$ cat src/rtl/lsu_pkg.sv
// Shared encodings, state type and size/lane helpers for the load/store memory port.
package lsu_pkg;

    localparam logic [1:0] DW_WORD  = 2'b00;
    localparam logic [1:0] DW_BYTE  = 2'b01;
    localparam logic [1:0] DW_HALF  = 2'b11;

    localparam logic [2:0] DR_WORD  = 3'b000;
    localparam logic [2:0] DR_BYTE  = 3'b001;
    localparam logic [2:0] DR_HALF  = 3'b010;
    localparam logic [2:0] DR_UBYTE = 3'b011;
    localparam logic [2:0] DR_UHALF = 3'b100;

    typedef enum logic [1:0] {IDLE, BUS, RESP} state_t;
    typedef enum logic [1:0] {SZ_BYTE, SZ_HALF, SZ_WORD} size_t;

    function automatic size_t op_size(input logic rw, input logic [1:0] wsel, input logic [2:0] rsel);
        size_t sz;
        sz = SZ_WORD;
        if (rw) begin
            case (wsel)
                DW_BYTE: sz = SZ_BYTE;
                DW_HALF: sz = SZ_HALF;
                DW_WORD: sz = SZ_WORD;
                default: sz = SZ_WORD;
            endcase
        end else begin
            case (rsel)
                DR_BYTE, DR_UBYTE: sz = SZ_BYTE;
                DR_HALF, DR_UHALF: sz = SZ_HALF;
                default:           sz = SZ_WORD;
            endcase
        end
        return sz;
    endfunction

    function automatic logic misaligned(input size_t sz, input logic [1:0] a);
        return ((sz == SZ_HALF) && a[0]) || ((sz == SZ_WORD) && (a != 2'b00));
    endfunction

    function automatic logic [3:0] byte_en(input size_t sz, input logic [1:0] a);
        logic [3:0] be;
        case (sz)
            SZ_BYTE: be = 4'b0001 << a;
            SZ_HALF: be = 4'b0011 << {a[1], 1'b0};
            default: be = 4'b1111;
        endcase
        return be;
    endfunction

    function automatic logic [31:0] lane_data(input size_t sz, input logic [31:0] w);
        logic [31:0] d;
        case (sz)
            SZ_BYTE: d = {4{w[7:0]}};
            SZ_HALF: d = {2{w[15:0]}};
            default: d = w;
        endcase
        return d;
    endfunction

endpackage

$ cat src/rtl/lsu_mem_port_if.sv
// Data-memory bus between the load/store port (master) and memory (slave).
interface lsu_mem_port_if;
    logic        bus_req;
    logic        bus_we;
    logic [31:0] bus_addr;
    logic [3:0]  bus_be;
    logic [31:0] bus_wdata;
    logic        bus_ack;
    logic [31:0] bus_rdata;

    modport master (
        output bus_req, bus_we, bus_addr, bus_be, bus_wdata,
        input  bus_ack, bus_rdata
    );

    modport slave (
        input  bus_req, bus_we, bus_addr, bus_be, bus_wdata,
        output bus_ack, bus_rdata
    );
endinterface

$ cat src/rtl/lsu_load_extract.sv
// Selects and sign/zero-extends the addressed byte or half from a read word.
module lsu_load_extract
    import lsu_pkg::*;
(
    input  logic [31:0] rdata,
    input  logic [1:0]  addr_lo,
    input  logic [2:0]  data_r_sel,
    output logic [31:0] result
);
    logic [15:0] sh;

    always_comb begin
        sh = 16'(rdata >> {addr_lo, 3'b000});
        case (data_r_sel)
            DR_BYTE:  result = {{24{sh[7]}}, sh[7:0]};
            DR_UBYTE: result = {24'h0, sh[7:0]};
            DR_HALF:  result = {{16{sh[15]}}, sh};
            DR_UHALF: result = {16'h0, sh};
            DR_WORD:  result = rdata;
            default:  result = rdata;
        endcase
    end
endmodule

$ cat src/rtl/lsu_mem_port.sv
// Load/store memory port: one transaction in flight, word-aligned bus request,
// ack timeout, and extended load data returned as a single-cycle response.
module lsu_mem_port
    import lsu_pkg::*;
#(
    parameter int unsigned TIMEOUT = 16,
    parameter int unsigned CNT_W   = 5
) (
    input  logic        clk,
    input  logic        rst,
    input  logic        req_valid,
    output logic        req_ready,
    input  logic        mem_rw,
    input  logic [1:0]  data_w_sel,
    input  logic [2:0]  data_r_sel,
    input  logic [31:0] addr,
    input  logic [31:0] wdata,
    output logic        rsp_valid,
    output logic [31:0] rsp_rdata,
    output logic        rsp_err,
    lsu_mem_port_if.master bus
);
    state_t      state, nxt;
    logic [CNT_W-1:0] cnt;
    logic [2:0]  rsel_q;
    logic [1:0]  alo_q;
    logic [31:0] rdata_q;
    logic        err_q;
    logic [31:0] ext;
    size_t       sz;
    logic        mis;
    logic        tmo;

    assign sz  = op_size(mem_rw, data_w_sel, data_r_sel);
    assign mis = misaligned(sz, addr[1:0]);
    assign tmo = (TIMEOUT != 0) && (cnt == CNT_W'(TIMEOUT - 1));

    lsu_load_extract u_extract (
        .rdata      (bus.bus_rdata),
        .addr_lo    (alo_q),
        .data_r_sel (rsel_q),
        .result     (ext)
    );

    always_ff @(posedge clk or posedge rst) begin
        if (rst) state <= IDLE;
        else     state <= nxt;
    end

    always_comb begin
        nxt = state;
        case (state)
            IDLE: if (req_valid) nxt = mis ? RESP : BUS;
            BUS:  if (bus.bus_ack || tmo) nxt = RESP;
            RESP: nxt = IDLE;
            default: nxt = IDLE;
        endcase
    end

    always_comb begin
        req_ready   = (state == IDLE);
        rsp_valid   = (state == RESP);
        bus.bus_req = (state == BUS);
    end

    assign rsp_rdata = rdata_q;
    assign rsp_err   = err_q;

    // Bus fields are captured at acceptance so they stay stable for the whole BUS phase.
    always_ff @(posedge clk or posedge rst) begin
        if (rst) begin
            cnt           <= '0;
            rsel_q        <= '0;
            alo_q         <= '0;
            rdata_q       <= '0;
            err_q         <= 1'b0;
            bus.bus_we    <= 1'b0;
            bus.bus_addr  <= '0;
            bus.bus_be    <= '0;
            bus.bus_wdata <= '0;
        end else begin
            case (state)
                IDLE: begin
                    cnt <= '0;
                    if (req_valid) begin
                        rsel_q        <= data_r_sel;
                        alo_q         <= addr[1:0];
                        bus.bus_we    <= mem_rw;
                        bus.bus_addr  <= {addr[31:2], 2'b00};
                        bus.bus_be    <= byte_en(sz, addr[1:0]);
                        bus.bus_wdata <= mem_rw ? lane_data(sz, wdata) : '0;
                        rdata_q       <= '0;
                        err_q         <= mis;
                    end
                end
                BUS: begin
                    if (bus.bus_ack) begin
                        cnt     <= '0;
                        rdata_q <= bus.bus_we ? '0 : ext;
                        err_q   <= 1'b0;
                    end else begin
                        cnt <= cnt + 1'b1;
                        if (tmo) begin
                            rdata_q <= '0;
                            err_q   <= 1'b1;
                        end
                    end
                end
                default: cnt <= '0;
            endcase
        end
    end
endmodule

$ cat src/flat_wrapper.sv
// flat-port wrapper written by rule: the top's interface ports become plain ports
module lsu_mem_port_flat import lsu_pkg::*;
#(
    parameter int unsigned TIMEOUT = 16,
    parameter int unsigned CNT_W   = 5
)
  (clk, rst, req_valid, req_ready, mem_rw, data_w_sel, data_r_sel, addr, wdata, rsp_valid, rsp_rdata, rsp_err, bus_bus_req, bus_bus_we, bus_bus_addr, bus_bus_be, bus_bus_wdata, bus_bus_ack, bus_bus_rdata);
  lsu_mem_port_if bus_i ();
  input  logic clk;
  input  logic rst;
  input  logic req_valid;
  output logic req_ready;
  input  logic mem_rw;
  input  logic [1:0] data_w_sel;
  input  logic [2:0] data_r_sel;
  input  logic [31:0] addr;
  input  logic [31:0] wdata;
  output logic rsp_valid;
  output logic [31:0] rsp_rdata;
  output logic rsp_err;
  output wire logic [$bits(bus_i.bus_req)-1:0] bus_bus_req;
  output wire logic [$bits(bus_i.bus_we)-1:0] bus_bus_we;
  output wire logic [$bits(bus_i.bus_addr)-1:0] bus_bus_addr;
  output wire logic [$bits(bus_i.bus_be)-1:0] bus_bus_be;
  output wire logic [$bits(bus_i.bus_wdata)-1:0] bus_bus_wdata;
  input wire logic [$bits(bus_i.bus_ack)-1:0] bus_bus_ack;
  input wire logic [$bits(bus_i.bus_rdata)-1:0] bus_bus_rdata;
  assign bus_bus_req = bus_i.bus_req;
  assign bus_bus_we = bus_i.bus_we;
  assign bus_bus_addr = bus_i.bus_addr;
  assign bus_bus_be = bus_i.bus_be;
  assign bus_bus_wdata = bus_i.bus_wdata;
  assign bus_i.bus_ack = bus_bus_ack;
  assign bus_i.bus_rdata = bus_bus_rdata;
  lsu_mem_port #(.TIMEOUT(TIMEOUT), .CNT_W(CNT_W)) u_core (.clk(clk), .rst(rst), .req_valid(req_valid), .req_ready(req_ready), .mem_rw(mem_rw), .data_w_sel(data_w_sel), .data_r_sel(data_r_sel), .addr(addr), .wdata(wdata), .rsp_valid(rsp_valid), .rsp_rdata(rsp_rdata), .rsp_err(rsp_err), .bus(bus_i));
endmodule
$ cat config.mk
export PLATFORM = sky130hd
export DESIGN_NAME = lsu_mem_port_flat
export DESIGN_NICKNAME = d
export VERILOG_FILES = /design/src/rtl/lsu_pkg.sv /design/src/rtl/lsu_mem_port_if.sv /design/src/rtl/lsu_load_extract.sv /design/src/rtl/lsu_mem_port.sv /design/src/flat_wrapper.sv
export SDC_FILE = /design/constraint.sdc
export NUM_CORES = 1
export LEC_CHECK = 0
export ABC_AREA = 1
export BUFFER_PORTS_ARGS = -buffer_cell sky130_fd_sc_hd__buf_4
export CORE_MARGIN = 3
export CORE_UTILIZATION = 45
export DETAILED_ROUTE_END_ITERATION = 8
export PLACE_DENSITY = 0.77
export SLEW_MARGIN = 20
export SYNTH_ARGS = -nofsm -noshare
export SYNTH_HDL_FRONTEND = slang
export SYNTH_SLANG_ARGS = --single-unit
$ cat constraint.sdc
create_clock -name clk -period 3.94 [get_ports clk]
set_clock_uncertainty 0.2 [all_clocks]
set_input_delay 0.985 -clock clk [delete_from_list [all_inputs] [get_ports clk]]
set_output_delay 0.985 -clock clk [all_outputs]
set_load 0.01 [all_outputs]
# Word-level counts from Yosys, hierarchy flattened
# Index checks and enable logic that the tools add are counted.
[word_totals] wordCells=67 regBits=112 n_memories=0 mem_bits_rw=0 in_bits=106 mem_bits_ro=0 latchBits=0 output_inout_bits=105
[classes] n_shift=3 mux=22 n_eq_ne=18 n_reduce_logical=13 n_bitwise=0 n_lt_le_gt_ge=0 n_addsub=1 div=0 mul=0
[ops] cell="2-to-1 mux 32 bit" n=5
[ops] cell="case mux 32 bit (2 select lines)" n=2
[ops] cell="case mux 32 bit (4 select lines)" n=1
[ops] cell="right shift 32 x 5 -> 16 bit" n=1
[ops] cell="equality test 3 x 2 -> 1 bit (second input constant)" n=4
[ops] cell="case mux 2 bit (2 select lines)" n=3
[ops] cell="2-to-1 mux 5 bit" n=2
[ops] cell="2-to-1 mux 2 bit" n=4
[ops] cell="case mux 4 bit (2 select lines)" n=1
[ops] cell="equality test 2 x 1 -> 1 bit (second input constant)" n=3
[ops] cell="equality test 2 bit (second input constant)" n=3
[ops] cell="equality test 3 x 1 -> 1 bit (second input constant)" n=2
[ops] cell="equality test 3 bit (second input constant)" n=2
[ops] cell="adder 5 x 1 -> 5 bit (second input constant)" n=1
[ops] cell="equality test 5 x 4 -> 1 bit (second input constant)" n=1
[ops] cell="logical NOT 2 bit" n=2
[ops] cell="AND reduction 2 bit" n=2
[ops] cell="nonzero test 2 bit" n=2
[ops] cell="OR reduction 2 bit" n=2
[ops] cell="<< shifter 1 x 2 -> 4 bit (first input constant)" n=1
[ops] cell="<< shifter 2 x 2 -> 4 bit (first input constant)" n=1
[ops] cell="2-to-1 mux 1 bit" n=3
[ops] cell="inequality test 3 x 1 -> 1 bit (second input constant)" n=1
[ops] cell="AND reduction 3 bit" n=1
[ops] cell="5 further kinds" n=7

# Depth between registers and ports, before layout
# Gate-level depths: netlist of run 1.
[logic_depth] word_depth=10 mapped_depth=11 depth_no_buf=10

# Modules after synthesis
# A second synthesis of run 1 with hierarchy kept.
[hier_totals] cells_unflattened=806 hier_area_um2=6049.6
[by_module_without_submodules] module="lsu_mem_port" seq_area_each_um2=2802.7 area_per_inst_um2=4878.4 instances=1 cells_each=568
[by_module_without_submodules] module="lsu_load_extract" seq_area_each_um2=0.0 area_per_inst_um2=1171.1 instances=1 cells_each=238

# Worst setup path after synthesis of run 1
# Ideal clock, no wire load.
[synth_path] path_type="input to register" startpoint="input port data_r_sel[2]" endpoint="register u_core.bus.bus_wdata[8]" required_ns=3.674 slack_ns=1.857 t_arrival_ns=1.817 path_stages=8 setup_ns=0.066 path_cell_list="inv_2 > nand2_1 > nand3_1 > a21boi_2 > inv_2 > nand3_1 > nand3_1 > nand2_1"
[synth_between] elab_chain_cells=7
[synth_lines] element="start: declaration" line_no="flat_wrapper.sv:15" text="input logic [2:0] data_r_sel;"
[synth_lines] element="equality test 3 x 2 -> 1 bit (tied with other cells)" line_no="lsu_pkg.sv:28" text="case (rsel)"
[synth_lines] element="OR reduction 2 bit" line_no="lsu_pkg.sv:28"
[synth_lines] element="case mux 2 bit (2 select lines) (*)" line_no="lsu_pkg.sv:28"
[synth_lines] element="2-to-1 mux 2 bit (*)" line_no="lsu_pkg.sv:20" text="if (rw) begin"
[synth_lines] element="equality test 2 x 1 -> 1 bit or logical NOT 2 bit (tied branches)" line_no="lsu_pkg.sv:53" text="case (sz)"
[synth_lines] element="case mux 32 bit (2 select lines) (*)" line_no="lsu_pkg.sv:53"
[synth_lines] element="2-to-1 mux 32 bit (*)" line_no="lsu_mem_port.sv:91" text="bus.bus_wdata <= mem_rw ? lane_data(sz, wdata) : '0;"
[synth_lines] element="end signal: assignment" line_no="lsu_mem_port.sv:91"
[synth_lines] element="end: declaration" line_no="lsu_mem_port_if.sv:12" text="output bus_req, bus_we, bus_addr, bus_be, bus_wdata,"
# Every way passes the cells marked *; elsewhere a longest branch is shown, timed or not.
# A chain may end at the register's enable or synchronous reset.

# Worst setup path in the final report of run 1
[layout_path] startpoint="input port req_valid" endpoint="register u_core.bus.bus_be[0]"
[layout_between] elab_chain_cells=1
[layout_lines] element="start: declaration" line_no="flat_wrapper.sv:11" text="input logic req_valid;"
[layout_lines] element="AND reduction 2 bit (no source line)"
[layout_lines] element="end signal: assignment" line_no="lsu_mem_port.sv:90" text="bus.bus_be <= byte_en(sz, addr[1:0]);"
[layout_lines] element="end: declaration" line_no="lsu_mem_port_if.sv:12"
# No other way between the ends.

==> results of run 1 <==
-- worst min-delay path by stage --
stage / from / end / cells after the start / slack [ns]
CTS: u_core.cnt[0] / u_core.cnt[0] / 1 / 0.28
global route: u_core.bus.bus_addr[7] / u_core.bus.bus_addr[7] / 2 / 0.29
floorplan: u_core.cnt[0] / u_core.cnt[0] / 1 / 0.23
detailed placement: u_core.bus.bus_addr[5] / u_core.bus.bus_addr[5] / 2 / 0.26
finish: u_core.cnt[0] / u_core.cnt[0] / 1 / 0.27
global placement: u_core.bus.bus_addr[24] / u_core.bus.bus_addr[24] / 2 / 0.26
-- layer usage --
metal  track usage (%)  vias up
met2              36.0      212
met5                 0        -
met3              6.27       25
met1              29.9     2542
met4              6.65        0
li1                  -     2653
-- stage by stage --
stage / worst slack, ns / utilization, % / hold WS [ns] / cells
floorplan: 1.40 / - / 0.233 / 730
global placement: 1.17 / 60.7 / 0.255 / 1048
detailed placement: 1.14 / 60.7 / 0.260 / 1048
CTS: 1.48 / 63.5 / 0.278 / 1064
global route: 1.14 / 63.5 / 0.293 / 1064
finish: 1.34 / 63.5 / 0.269 / 1064
-- area by class of cell --
cell class	count	area, sq um
inverters	80	308
flip-flops and latches	112	2800
fillers	1040	4270
repair buffers	211	1600
well taps	143	179
clock buffers	9	225
clock inverters	7	101
multi-input cells	502	2230
-- placed cells by master, fill, tap and decap left out, types with 4 or more instances in the layout --
| master | instances |
|---|---|
| dfrtp_1 | 112 |
| a21oi_1 | 33 |
| o21ai_0 | 41 |
| nand2_2 | 4 |
| buf_4 | 210 |
| inv_1 | 72 |
| nor2_1 | 14 |
| o22ai_1 | 8 |
| o21ai_1 | 7 |
| nand2_1 | 306 |
| nand3_1 | 66 |
| inv_2 | 5 |
| clkbuf_16 | 9 |
-- registers in the layout, summed over array words and instances (netlist names) --
register              flops
u_core.alo_q              2
u_core.bus.bus_addr      30
u_core.bus.bus_we         1
u_core.rsel_q             3
u_core.bus.bus_wdata     32
u_core.cnt                5
u_core.bus.bus_be         4
u_core.rsp_rdata         32
u_core.state              2
u_core.rsp_err            1
-- report_power, final --
part	switching [mW]	total [mW]	internal, mW
clock	0.445	1.01	0.565
combinational	1.48	2.54	1.06
sequential	0.357	1.98	1.62
total	2.29	5.53	3.24
-- worst max-delay path: cells and delay by family --
kind          cells  cell delay, ns
buf+inv           3            0.96
simple gates      3            0.67
-- logic make-up after synthesis --
| group | Yosys count |
|---|---|
| and+or+nand+nor | 400 |
| buffers and inverters | 116 |
| DFF | 112 |
| adders and majority gates | 2 |
| AOI/OAI and AO/OA | 98 |
| other | 1 |
==> impl_results.md, run 1 <==
* First-pass GRT wire length at 24,200 um
* Adder-Cell Fraction of Synth Area at 0.453%
* Compound-Gate Fraction of Synth Area at 9.72%
* Commonest cells in the netlist: nand2_1 (306), dfrtp_1 (112), inv_1 (73), nand3_1 (66), o21ai_0 (41)
* DRC viols at 0
* Unrepaired setup endpoints after global routing: no
* CTS max path bufs at 2
* Layout cells sized above 1 at 27.0%
* H-Tree Depth at 3
* Syn Area/Cell at 7.57 sq um
* Top cell by count, worst path: nor2_1
* Diode count at 0
* Max-slew headroom at 37.5%
* FF-to-FF path depth at 6
* Crit Path Class: in2reg
* Final Hold Viols at 0
* Met2 wire len at 7520 um
* Critical path, cell by cell: buf_4, inv_1, nor2_8, clkinv_2, nor2_1, nor2_1
* # IOs at 211
* Min-delay worst type: reg2reg
* P&R area growth vs syn at 34.7%
* Gr usage total at 22.4%
* Initial DRT Pass Iterations at 5
* Combinational family with the most area after synthesis: simple AND/OR/NAND/NOR gates
* Site row count at 39
* CP max FO at 67
* Post-CTS Setup Bufs at 0
* Port Buffer Count at 208
* Cell variety after synth at 32
* GP Congestion at 0.864
* Placed Area at 7110 sq um
* Min Tclk post-route at 2.60 ns
* Pwr Total at 5.53 mW
* Worst Setup Start Kind: input port
* Met3 wire len at 1350 um
* Remaining Overflow, GRT at 0
* Met1 wire length at 6610 um
* Pins over their slew limit at 0
* Post-synth EDFFs at 0
* Crit path capture type: register
* Setup TNS at 0 ns
* Via Count at 5,432
* Largest net degree at the start of global routing at 113
* Post-route ant nets at 0
* CTS tree: yes
* Initial core utilization at 47.1%
* Reg-to-Reg Start: u_core.state[1]
* Flop-to-flop setup slack at 1.48 ns
* CP max-delay cell: clkinv_2
* Worst Tran Pin Value at 0.936 ns
* FFs w/ async S/R, synth at 100%
* Final critical-path share of the clock period at 65.9%
* Worst skew pair latency at 0.36 ns
* Leak at 4.28 nW
* Drt wl/cell at 14.8 um
* Die Width at 117 um
* Post-CTS Hold Fix Bufs at 0
* Top Metal Used: met4
* Core area at 11,700 sq um
* Synthesized flop and latch total at 112
* Die height at 117 um
* Final instance area at 7440 sq um
* CTS Buf Count at 9
* Synth area leader: dfrtp_1
* Cell Area, Synth at 5520 sq um
* Most frequent cell after synthesis: nand2_1
* DR iter-0 viols at 417
* Worst Setup SP: req_valid
* Root Buffer: clkbuf_16
* Mapped Cells at 729
* Yosys top cell area share at 50.8%
* Vias in the first global route at 5,019
* Max-cap viol count at 0
* Final setup viols at 0
* Hpwl dp at 11,200 um
* Critical path endpoint: u_core.bus.bus_be[0]
* Status: finished, final reports clean
* Ranking of synthesized cells by area: dfrtp_1 (51%), nand2_1 (21%), nand3_1 (6.0%), inv_1 (5.0%), o21ai_0 (3.7%)
* Seq/Total Area, Yosys at 50.8%
* PD cells at 743 nW/um^2
* Post-cts gate resize count at 0
* Via density at 5.11
* Final #Nets at 1,024
* CP peak stage delay at 0.77 ns
* Post-Synth Simple-Gate Area at 29.9%
* Clk slew on worst S/H paths at 0.07 ns
* Post-Route WL at 15,800 um
* Antenna violations before repair at 0
* Synth Area in XOR/XNOR at 0%
* Arrival @ worst endpoint at 2.63 ns
* Post-synthesis mux area share at 0%
* Top_reg_cell synth: dfrtp_1
* F_max at 385 MHz
* R2R Path End: u_core.bus.bus_be[0]
* Synth Warn # at 0
* Die area at 13,600 sq um
* Clock Sinks at 112
* Maximum vdd drop at 0.000438 V
* Worst EP required at 3.98 ns
No activity file was read; power rests on OpenSTA's default activity.
==> run 2: changes to the inputs <==
--- a/config.mk
+++ b/config.mk
@@ -8,9 +8,9 @@
 export ABC_AREA = 1
 export BUFFER_PORTS_ARGS = -buffer_cell sky130_fd_sc_hd__buf_4
 export CORE_MARGIN = 3
-export CORE_UTILIZATION = 45
+export CORE_UTILIZATION = 49
 export DETAILED_ROUTE_END_ITERATION = 8
-export PLACE_DENSITY = 0.77
+export PLACE_DENSITY = 0.8
 export SLEW_MARGIN = 20
 export SYNTH_ARGS = -nofsm -noshare
 export SYNTH_HDL_FRONTEND = slang
==> constraint.sdc (replaced) <==
create_clock -name clk -period 2.7 [get_ports clk]
set_clock_uncertainty 0.2 [all_clocks]
set_input_delay 0.675 -clock clk [delete_from_list [all_inputs] [get_ports clk]]
set_output_delay 0.675 -clock clk [all_outputs]
set_load 0.01 [all_outputs]
==> run 2 against run 1 <==
Compared with the run above:
- non-clock buffer count increased by 9
- routed wire length decreased by 1.6%
- worst setup slack got worse by 0.71 ns
- clock-buffer cell count increased by 2
- core utilization increased by 4.7 points
- critical path depth increased by 5
==> impl_results.md, run 2 (synthesis results as in run 1) <==
* Top cell by count, worst path: nor2_1
* Die Width at 112 um (-4.0%)
* Post-route ant nets at 0 (unchanged)
* Area occupied by multi-input gates at 2230 sq um (unchanged)
* Commonest non-fill, non-tap cell in the layout: nand2_1
* Gr usage total at 24.7% (+2.3 points)
* Clock Sinks at 112 (unchanged)
* Largest net degree at the start of global routing at 113 (unchanged)
* Fin cells at 1,070 (+0.56%)
* Most frequent cells in the layout: nand2_1 (306), buf_4 (219), dfrtp_1 (112)
* Post-cts gate resize count at 0 (unchanged)
* Post-CTS Hold Fix Bufs at 0 (unchanged)
* Diode count at 0 (unchanged)
* Max-slew headroom at 53.2% (+16 points)
* Flop pwr share at 35.3% (-0.5 points)
* Min-delay worst type: in2async
* Hpwl dp at 11,100 um (-0.73%)
* Internal at 4.63 mW (+43%)
* GP Congestion at 0.898 (+4.0%)
* Arrival @ worst endpoint at 2.09 ns (-0.54 ns)
* Fillers at 950 (-8.7%)
* Crit path capture type: register
* Leak at 4.30 nW (+0.57%)
* Post-CTS Setup Bufs at 0 (unchanged)
* Power share of the combinational group at 48.6% (+2.7 points)
* First-pass GRT wire length at 25,500 um (+5.5%)
* Die area at 12,600 sq um (-7.7%)
* Sequential cell area at 2800 sq um (unchanged)
* F_max at 483 MHz
* Cell count after placement at 1,054 (+0.57%)
* Via Count at 5,432 (unchanged)
* Critical path, cell by cell: ha_1, nand2_1, nor2_1, ha_1, nor2_1, a21oi_1, nand2_2, buf_4, inv_1, nor2_1, a21oi_1
* Sw Ratio at 41.7% (+0.39 points)
* Port Buffer Count at 208 (unchanged)
* Worst Setup Start Kind: register
* CTS max path bufs at 2 (unchanged)
* Drt wl/cell at 14.5 um (-2.2%)
* Crit Path Class: reg2reg
* Via density at 5.08 (-0.56%)
* Status: finished, final reports clean
* CP peak stage delay at 0.40 ns (-0.37 ns)
* Final setup viols at 0 (unchanged)
* CP max-delay cell: dfrtp_1
* PD cells at 1070 nW/um^2 (+43%)
* # IOs at 211 (unchanged)
* Antenna violations before repair at 0 (unchanged)
* Setup TNS at 0 ns (unchanged)
* Remaining Overflow, GRT at 0 (unchanged)
* Root Buffer: clkbuf_16
* Unrepaired setup endpoints after global routing: no
* H-Tree Depth at 3 (unchanged)
* Worst EP required at 2.72 ns (-1.26 ns)
* CTS Buf Count at 9 (unchanged)
* Post-Route WL at 15,500 um (-1.6%)
* CTS tree: yes
* Vias in the first global route at 5,191 (+3.4%)
* Initial DRT Pass Iterations at 6 (+1)
* DR iter-0 viols at 422 (+1.2%)
* CP max FO at 34 (-49%)
* Die height at 112 um (-4.0%)
* P&R area growth vs syn at 35.1%
* Final critical-path share of the clock period at 76.7%
* WHS at 0.248 ns (-0.0219 ns)
* Clock Power Share at 16.1% (-2.2 points)
* Worst skew pair latency at 0.34 ns (-0.02 ns)
* P_sw at 3.32 mW (+45%)
* Core area at 10,900 sq um (-6.6%)
* Initial core utilization at 50.5% (+3.3 points)
* Layout cells sized above 1 at 27.6% (+0.60 points)
* Maximum vdd drop at 0.000522 V (+19%)
* Site row count at 38 (-2.6%)
* Final Hold Viols at 0 (unchanged)
* Max-cap viol count at 0 (unchanged)
* DRC viols at 0 (unchanged)
* Worst Tran Pin Value at 0.701 ns (-0.235 ns)
* Final #Nets at 1,033 (+0.88%)
* Min Tclk post-route at 2.07 ns
* Pins over their slew limit at 0 (unchanged)
* Clk slew on worst S/H paths at 0.08 ns (about the same)
## run 2: final timing paths
check | startpoint | end | slack (ns) | cells after the start
min in group clk | u_core.cnt[0] | u_core.cnt[0] | 0.27 | 1
worst min-delay path | rst | u_core.bus.bus_addr[31] | 0.25 | 3
max in group asynchronous | rst | u_core.rsp_rdata[25] | 1.52 | 3
worst min register to register | u_core.cnt[0] | u_core.cnt[0] | 0.27 | 1
worst max register to register | u_core.cnt[0] | u_core.rsp_err | 0.63 | 11
worst max-delay path | u_core.cnt[0] | u_core.rsp_err | 0.63 | 11
## run 2: critical path: cells and delay by family, from the launching register on
| kind | cells | cell delay [ns] |
|---|---|---|
| simple gates | 5 | 0.38 |
| fa+ha+maj | 2 | 0.42 |
| flops | 1 | 0.40 |
| buf+inv | 2 | 0.42 |
| compound gates | 2 | 0.12 |
## run 2: final cells by class
cell class,instances,share of cell area [%]
clock buffer,11,3.25
clock inverter,5,0.537
inverter,80,4.11
multi-input combinational,502,29.9
sequential,112,37.6
tap,140,2.35
timing repair buffer,220,22.3
## run 2: metal layers
metal	track usage (%)	share of wire, %	wire, um	vias to the layer above
li1	-	-	-	2679
met1	33.2	41	6340	2507
met2	40.2	49	7550	228
met3	5.93	8.6	1330	18
met4	7.37	1.8	284	0
met5	0	0	0	-
## run 2: per-stage QoR
step | cell area, sq um | power (mW) | setup slack [ns] | utilization, %
final | 7460 | 7.94 | 0.629 | 68.2
after global routing | 7460 | 8.58 | 0.386 | 68.2
after CTS | 7460 | 7.99 | 0.615 | 68.2
after detailed placement | 7180 | 6.69 | 0.399 | 65.6
after global placement | 7180 | 6.62 | 0.461 | 65.6
after floorplan | 5530 | 5.01 | 0.468 | -
## run 2: power groups by stage
stage | logic [mW] | registers, mW | clock network, mW
6_report | 3.86 | 2.80 | 1.28
3_5_place_dp | 3.90 | 2.80 | 0
3_3_place_gp | 3.81 | 2.81 | 0
5_1_grt | 4.31 | 2.89 | 1.38
4_1_cts | 3.90 | 2.80 | 1.30
2_1_floorplan | 1.96 | 3.05 | 0
